<file path="src/rtl/jhash_core.sv">
// jhash_core: lookup2 (jhash2) word hash over 3x32-bit blocks.
// Runs one mix sub-step per cycle and holds the hash under a valid/ack handshake.
module jhash_core (
    input  logic        clk,
    input  logic        rst,
    input  logic        ce,
    input  logic [31:0] initval,
    input  logic [31:0] stream_data0,
    input  logic [31:0] stream_data1,
    input  logic [31:0] stream_data2,
    input  logic        stream_valid,
    input  logic        stream_done,
    input  logic [1:0]  stream_left,
    output logic        stream_ack,
    output logic [31:0] hash_out,
    output logic        hash_valid,
    input  logic        hash_ack,
    output logic        busy
);
    localparam logic [31:0] GOLDEN = 32'h9e3779b9;

    typedef enum logic [2:0] {WAIT, MIX, FADD, FMIX, DONE} state_t;

    state_t      state;
    logic [31:0] a, b, c;
    logic [31:0] word_cnt;
    logic        first;
    logic        last;
    logic [3:0]  step;

    logic [31:0] base_a, base_b, base_c;
    logic [31:0] mix_a, mix_b, mix_c;
    logic [31:0] tail_len;

    assign stream_ack = (state == WAIT) & stream_valid & ce & ~rst;

    always_comb begin
        base_a = first ? GOLDEN  : a;
        base_b = first ? GOLDEN  : b;
        base_c = first ? initval : c;
    end

    // Total message length in words when the final block carries a tail.
    always_comb begin
        case (stream_left)
            2'b01:   tail_len = word_cnt + 32'd1;
            2'b10:   tail_len = word_cnt + 32'd2;
            default: tail_len = word_cnt;
        endcase
    end

    always_comb begin
        mix_a = a;
        mix_b = b;
        mix_c = c;
        case (step)
            4'd0:    mix_a = (a - b - c) ^ (c >> 13);
            4'd1:    mix_b = (b - c - a) ^ (a << 8);
            4'd2:    mix_c = (c - a - b) ^ (b >> 13);
            4'd3:    mix_a = (a - b - c) ^ (c >> 12);
            4'd4:    mix_b = (b - c - a) ^ (a << 16);
            4'd5:    mix_c = (c - a - b) ^ (b >> 5);
            4'd6:    mix_a = (a - b - c) ^ (c >> 3);
            4'd7:    mix_b = (b - c - a) ^ (a << 10);
            4'd8:    mix_c = (c - a - b) ^ (b >> 15);
            default: ;
        endcase
    end

    always_ff @(posedge clk or posedge rst) begin
        if (rst) begin
            state      <= WAIT;
            a          <= '0;
            b          <= '0;
            c          <= '0;
            word_cnt   <= '0;
            first      <= 1'b1;
            last       <= 1'b0;
            step       <= '0;
            hash_out   <= '0;
            hash_valid <= 1'b0;
            busy       <= 1'b0;
        end else begin
            case (state)
                WAIT: begin
                    if (stream_ack) begin
                        busy  <= 1'b1;
                        first <= 1'b0;
                        step  <= '0;
                        if (!stream_done || stream_left == 2'b00) begin
                            a        <= base_a + stream_data0;
                            b        <= base_b + stream_data1;
                            c        <= base_c + stream_data2;
                            word_cnt <= word_cnt + 32'd3;
                            last     <= stream_done;
                            state    <= MIX;
                        end else begin
                            // Tail block folds the length add in directly and skips FADD.
                            a        <= (stream_left != 2'b11) ? base_a + stream_data0 : base_a;
                            b        <= (stream_left == 2'b10) ? base_b + stream_data1 : base_b;
                            c        <= base_c + {tail_len[29:0], 2'b00};
                            word_cnt <= tail_len;
                            state    <= FMIX;
                        end
                    end
                end
                MIX, FMIX: begin
                    a <= mix_a;
                    b <= mix_b;
                    c <= mix_c;
                    if (step == 4'd8) begin
                        step <= '0;
                        if (state == FMIX) begin
                            hash_out   <= mix_c;
                            hash_valid <= 1'b1;
                            state      <= DONE;
                        end else if (last) begin
                            state <= FADD;
                        end else begin
                            state <= WAIT;
                        end
                    end else begin
                        step <= step + 4'd1;
                    end
                end
                FADD: begin
                    c     <= c + {word_cnt[29:0], 2'b00};
                    state <= FMIX;
                end
                DONE: begin
                    if (hash_ack) begin
                        hash_valid <= 1'b0;
                        first      <= 1'b1;
                        word_cnt   <= '0;
                        last       <= 1'b0;
                        busy       <= 1'b0;
                        state      <= WAIT;
                    end
                end
                default: state <= WAIT;
            endcase
        end
    end
endmodule

</file>
<file path="config.mk">
export PLATFORM = sky130hd
export DESIGN_NAME = jhash_core
export DESIGN_NICKNAME = d
export VERILOG_FILES = /design/src/rtl/jhash_core.sv
export SDC_FILE = /design/constraint.sdc
export NUM_CORES = 2
export LEC_CHECK = 0
export ABC_AREA = 1
export CORE_MARGIN = 2
export CORE_UTILIZATION = 30
export CTS_CLUSTER_SIZE = 24
export DETAILED_ROUTE_END_ITERATION = 8
export MAX_ROUTING_LAYER = met4
export SYNTH_ARGS = -nofsm -noshare
export SYNTH_HDL_FRONTEND = slang
export SYNTH_SLANG_ARGS = --single-unit
</file>
<file path="constraint.sdc">
create_clock -name clk -period 5.8 [get_ports clk]
set_input_delay 0.87 -clock clk [delete_from_list [all_inputs] [get_ports clk]]
set_output_delay 0.87 -clock clk [all_outputs]
set_load 0.02 [all_outputs]
</file>
After elaboration in Yosys (flattened, before gate mapping)
Index checks and enable logic that the tools add are counted.
- add/sub/neg operators: 15
- multipliers: 0
- div/mod/pow operators: 0
- magnitude comparators: 0
- equal/unequal tests: 23
- shift-type cells: 0
- muxes and demuxes: 44
- bitwise logic cells: 13
- reductions and logical operators: 20
- operators with widths (cell ; number):
    2-to-1 mux 32 bit ; 14
    one-hot mux 32 bit (3 select lines) ; 4
    one-hot mux 32 bit (2 select lines) ; 4
    subtractor 32 bit ; 6
    adder 32 bit ; 5
    XOR 32 bit ; 3
    adder 32 x 2 -> 32 bit, second input constant ; 2
    XOR 32 x 19 -> 32 bit ; 2
    adder 32 x 1 -> 32 bit, second input constant ; 1
    XOR 32 x 17 -> 32 bit ; 1
    XOR 32 x 20 -> 32 bit ; 1
    XOR 32 x 27 -> 32 bit ; 1
    XOR 32 x 29 -> 32 bit ; 1
    equality test 4 x 3 -> 1 bit, second input constant ; 4
    AND reduction 3 bit ; 5
    2-to-1 mux 3 bit ; 4
    one-hot mux 3 bit (4 select lines) ; 1
    AND reduction 4 bit ; 3
    inequality test 2 bit, second input constant ; 5
    equality test 4 x 2 -> 1 bit, second input constant ; 2
    2-to-1 mux 1 bit ; 8
    2-to-1 mux 4 bit ; 2
    inequality test 4 bit, second input constant ; 2
    one-hot mux 1 bit (2 select lines) ; 4
    23 further kinds ; 30
- register bits: 171
- bits in latches: 0
- memory bits (writable): 0
- ROM bits: 0
- input port bits: 136
- output and inout port bits: 35
- logic and storage cells: 127
- memories: 0

Longest topological paths before layout
- depth in word-level cells: 6
- mapped depth: 28
- depth with buffers taken out: 27

Worst setup path before layout
Ideal clock, no wire load.
- path type: input port to output port
- start point: input rst
- end point: output stream_ack
- arrival time: 5.472 ns
- data required time: 4.930 ns
- path slack: -0.542 ns
- stages on the path: 4
- buffers on the path: 1
- cell sequence: inv_1 nand4_2 inv_2 clkbuf_1
- word-level cells in the longest chain between the ends: 2
- RTL lines (element ; RTL line ; RTL):
    start: declaration ; 5 ; input logic rst,
    NOT 1 bit ; 35 ; assign stream_ack = (state == WAIT) & stream_valid & ce & ~rst;
    bitwise AND 1 bit ; 35 ;
    end: declaration ; 14 ; output logic stream_ack,
Every way passes these cells.

Final worst setup path
- start point: register c[6]
- end point: register a[19]
- word-level cells in the longest chain between the ends: 4
- elaborated cells between the ends (all ways): 6
- those cells by class: add/sub: 1; mux: 2; bitwise: 3
- RTL lines (element ; RTL line ; RTL):
    start: declaration ; 25 ; logic [31:0] a, b, c;
    start signal: assignment ; 93 ; c <= base_c + stream_data2;
    start signal: assignment ; 101 ; c <= base_c + {tail_len[29:0], 2'b00};
    start signal: assignment ; 110 ; c <= mix_c;
    subtractor 32 bit * ; 57, 60, 63 ;
    XOR 32 x 29 -> 32 bit, or another cell as far along ; 63 ; 4'd6: mix_a = (a - b - c) ^ (c >> 3);
    one-hot mux 32 bit (3 select lines) * ; 56 ; case (step)
    one-hot mux 32 bit (2 select lines) * ; 84 ; case (state)
    end signal: assignment ; 91 ; a <= base_a + stream_data0;
    end signal: assignment ; 99 ; a <= (stream_left != 2'b11) ? base_a + stream_data0 : base_a;
    end signal: assignment ; 108 ; a <= mix_a;
    end: declaration ; 25 ;
Every way passes the cells marked *; elsewhere a longest branch is shown, timed or not.
A chain may end at the register's enable or synchronous reset.

==> results.json <==
{
  "area_growth_syn_to_layout_pct": 13.1,
  "crit_arrival_ps": 5010,
  "wire_per_inst_um": 25.3,
  "syn_nets": 6167,
  "cts_root_buffer": "clkbuf_16",
  "seq_area_mm2": 0.00423,
  "drt_wl_total_mm": 183,
  "cts_buffer_depth": 2,
  "hpwlAfterDp_mm": 151,
  "post-route-period-util": 0.779,
  "endpoint_kind": "flop",
  "whs_path_depth": 2,
  "clk-insertion-delay-late_ps": 560,
  "drt-pass1-iter-count": 7,
  "placed_area_mm2": 0.0362,
  "maxCapViolations": 0,
  "globalRouteMet2Util": 0.483,
  "grt_pass1_wl_mm": 260,
  "multi_input_area_mm2": 0.0251,
  "outcome": "finished clean",
  "setup_slack_ps": 1280,
  "fin_tns_setup_ps": 0,
  "critPathLaunchType": "flop",
  "synth_ff_type": "dfrtp_1",
  "numCtsBuffers": 17,
  "yosysWarnings": 0,
  "grt_overflow": 0,
  "reg2regPathDepth": 14,
  "track_usage": 0.328,
  "synth_cell_types": 59,
  "fin_area_mm2": 0.0368,
  "row_count": 120,
  "finalMaxSlewViolations": 0,
  "clk_pin_slew_ps": 90,
  "port-buffer-count": 170,
  "final.fill_count": 12000,
  "drive_above_1_share": 0.0307,
  "ys_ff_latch": 169,
  "final_common_cell": "nand2_1",
  "num_vias": 40900,
  "use_met3": 0.0640,
  "hold_ws_ps": 475,
  "crit_type": "flop to flop",
  "tightest_slew_ps": 1260,
  "cts_max_level": 4,
  "fp.dieW_um": 334,
  "drc_errors": 0,
  "layout.nets": 6318,
  "yosysSeqAreaShare": 0.130,
  "relSlewSlack": 0.153,
  "cts.hold.buffers_added": 0,
  "drt-vias-per-instance": 5.65,
  "ctsResizeCount": 0,
  "detail-route-antenna-nets": 0,
  "gp_congestion": 1.10,
  "layout_common_cells": "nand2_1, inv_1, nand3_1",
  "clock-sinks": 169,
  "report.final.hold_viol_count": 0,
  "busiest_layer": "met2",
  "place_ws_ps": 844,
  "synth_edf_count": 0,
  "synth.avg_cell_area_um2": 5.74,
  "grt_pass1_vias": 37100,
  "period_minus_slack_ps": 4520,
  "ioPinCount": 171,
  "postSynthCellCount": 5671,
  "tritoncts": "built",
  "fp.coreArea_mm2": 0.107,
  "async_flop_share": 1.00,
  "hold_path_class": "flop to flop",
  "fin_skew_ps": 22.2,
  "critPathMaxFanout": 5,
  "setup_viol": 0,
  "dieArea_mm2": 0.111,
  "die_h_um": 334,
  "max_freq_ghz": 0.221,
  "drt-initial-drc-count": 5130,
  "required_ps": 6300,
  "post-cts-setup-buffers": 0,
  "rsz0062_at_grt": "no",
  "grt_max_degree": 109,
  "synth_area_mm2": 0.0326,
  "met1_usage": 0.429,
  "initial_core_util": 0.303,
  "grt_antenna_before_repair": 12
}
## cell families (layout without fill, tap and decap cells)
family          after synthesis  after routing  share of synthesized area
compound gates             1095           1095                      0.184
xor+xnor                     82             82                     0.0220
fa+ha+maj                   360            360                      0.161
buf+inv                     851           1015                     0.0994
flops                       169            169                      0.130
other cells                   0              3                          0
simple gates               3114           3114                      0.404
## metal layers
metal / share of wire / routed length, um / vias up
met1: 0.42 / 77600 / 19200
li1: - / - / 19100
met2: 0.43 / 77900 / 2262
met4: 0.053 / 9790 / 0
met5: 0 / 0 / -
met3: 0.098 / 17900 / 370
## cells in the mapped netlist, types with 3 or more instances
| library cell | n | area (um^2) |
|---|---|---|
| nand2_1 | 1659 | 6230 |
| inv_1 | 709 | 2660 |
| nand3_1 | 668 | 3340 |
| nor2_1 | 543 | 2040 |
| a21oi_1 | 439 | 2200 |
| o21ai_0 | 421 | 2110 |
| ha_1 | 262 | 3280 |
| dfrtp_1 | 168 | 4200 |
| fa_1 | 98 | 1960 |
| nand4_1 | 84 | 526 |
| clkbuf_1 | 75 | 282 |
| nor3_1 | 70 | 350 |
| xor2_1 | 66 | 578 |
| nand3b_1 | 39 | 293 |
| a31oi_1 | 38 | 238 |
| o21bai_1 | 36 | 270 |
| a21o_1 | 34 | 255 |
| o211ai_1 | 31 | 233 |
| buf_1 | 22 | 82.6 |
| buf_2 | 20 | 100 |
| o21ai_1 | 17 | 85.1 |
| xnor2_1 | 16 | 140 |
| inv_2 | 13 | 48.8 |
| o21a_1 | 13 | 97.6 |
| or2_2 | 11 | 68.8 |
| nor2_2 | 10 | 62.6 |
| nor4_1 | 9 | 56.3 |
| o22ai_1 | 9 | 56.3 |
| a21boi_0 | 8 | 60.1 |
| a22oi_1 | 8 | 60.1 |
| clkinv_1 | 7 | 26.3 |
| o221ai_1 | 6 | 52.6 |
| o31ai_1 | 6 | 45.0 |
| a211oi_1 | 5 | 37.5 |
| o2111ai_1 | 5 | 43.8 |
| and3_1 | 4 | 25.0 |
| nor3_2 | 4 | 40.0 |
| o311ai_0 | 4 | 35.0 |
| a31o_2 | 3 | 26.3 |
| nand2_2 | 3 | 18.8 |
| nand2b_1 | 3 | 18.8 |
## metrics by stage
stage / cells / util
CTS: 7238 / 0.343
global placement: 7206 / 0.337
global route: 7239 / 0.343
finish: 7241 / 0.343
floorplan: 5671 / -
detailed placement: 7206 / 0.337
## sequential cells by signal, summed over array words and instances (netlist names)
signal	flops
a	32
b	32
c	32
hash_out	32
word_cnt	30
step	4
state	3
busy	1
first	1
hash_valid	1
last	1
## worst max-delay path, cell delays in order (launching register included)
cell and delay, ps:
dfrtp_1 520, inv_1 570, fa_1 620, ha_1 460, a21oi_1 610, o21a_1 220
nand2_1 250, nand2_1 130, nand2_1 130, a21oi_1 320, xor2_1 240, nor2_1 60
nor2_1 200, nor2_1 60, nor2_1 80
## layout make-up
cell class                      count  share of cell area
Antenna cell                        3            0.000204
Inverter                          729              0.0744
Multi-Input combinational cell   4651               0.683
Tap cell                         1403              0.0477
Timing Repair Buffer              254              0.0640
Clock buffer                       17              0.0115
Sequential cell                   169               0.115
Clock inverter                     15             0.00476
## path summary, 6_finish.rpt
check / end / slack, ps / startpoint
min in group asynchronous: c[2] / 720 / rst
min: hash_valid / 480 / hash_valid
min reg2reg: hash_valid / 480 / hash_valid
max: a[19] / 1280 / c[6]
max reg2reg: a[19] / 1280 / c[6]
max in group asynchronous: a[27] / 3190 / rst
Power is left out: the tool's default activity adds up to more than one toggle a clock period on the data nets, which glitch-free logic cannot reach.
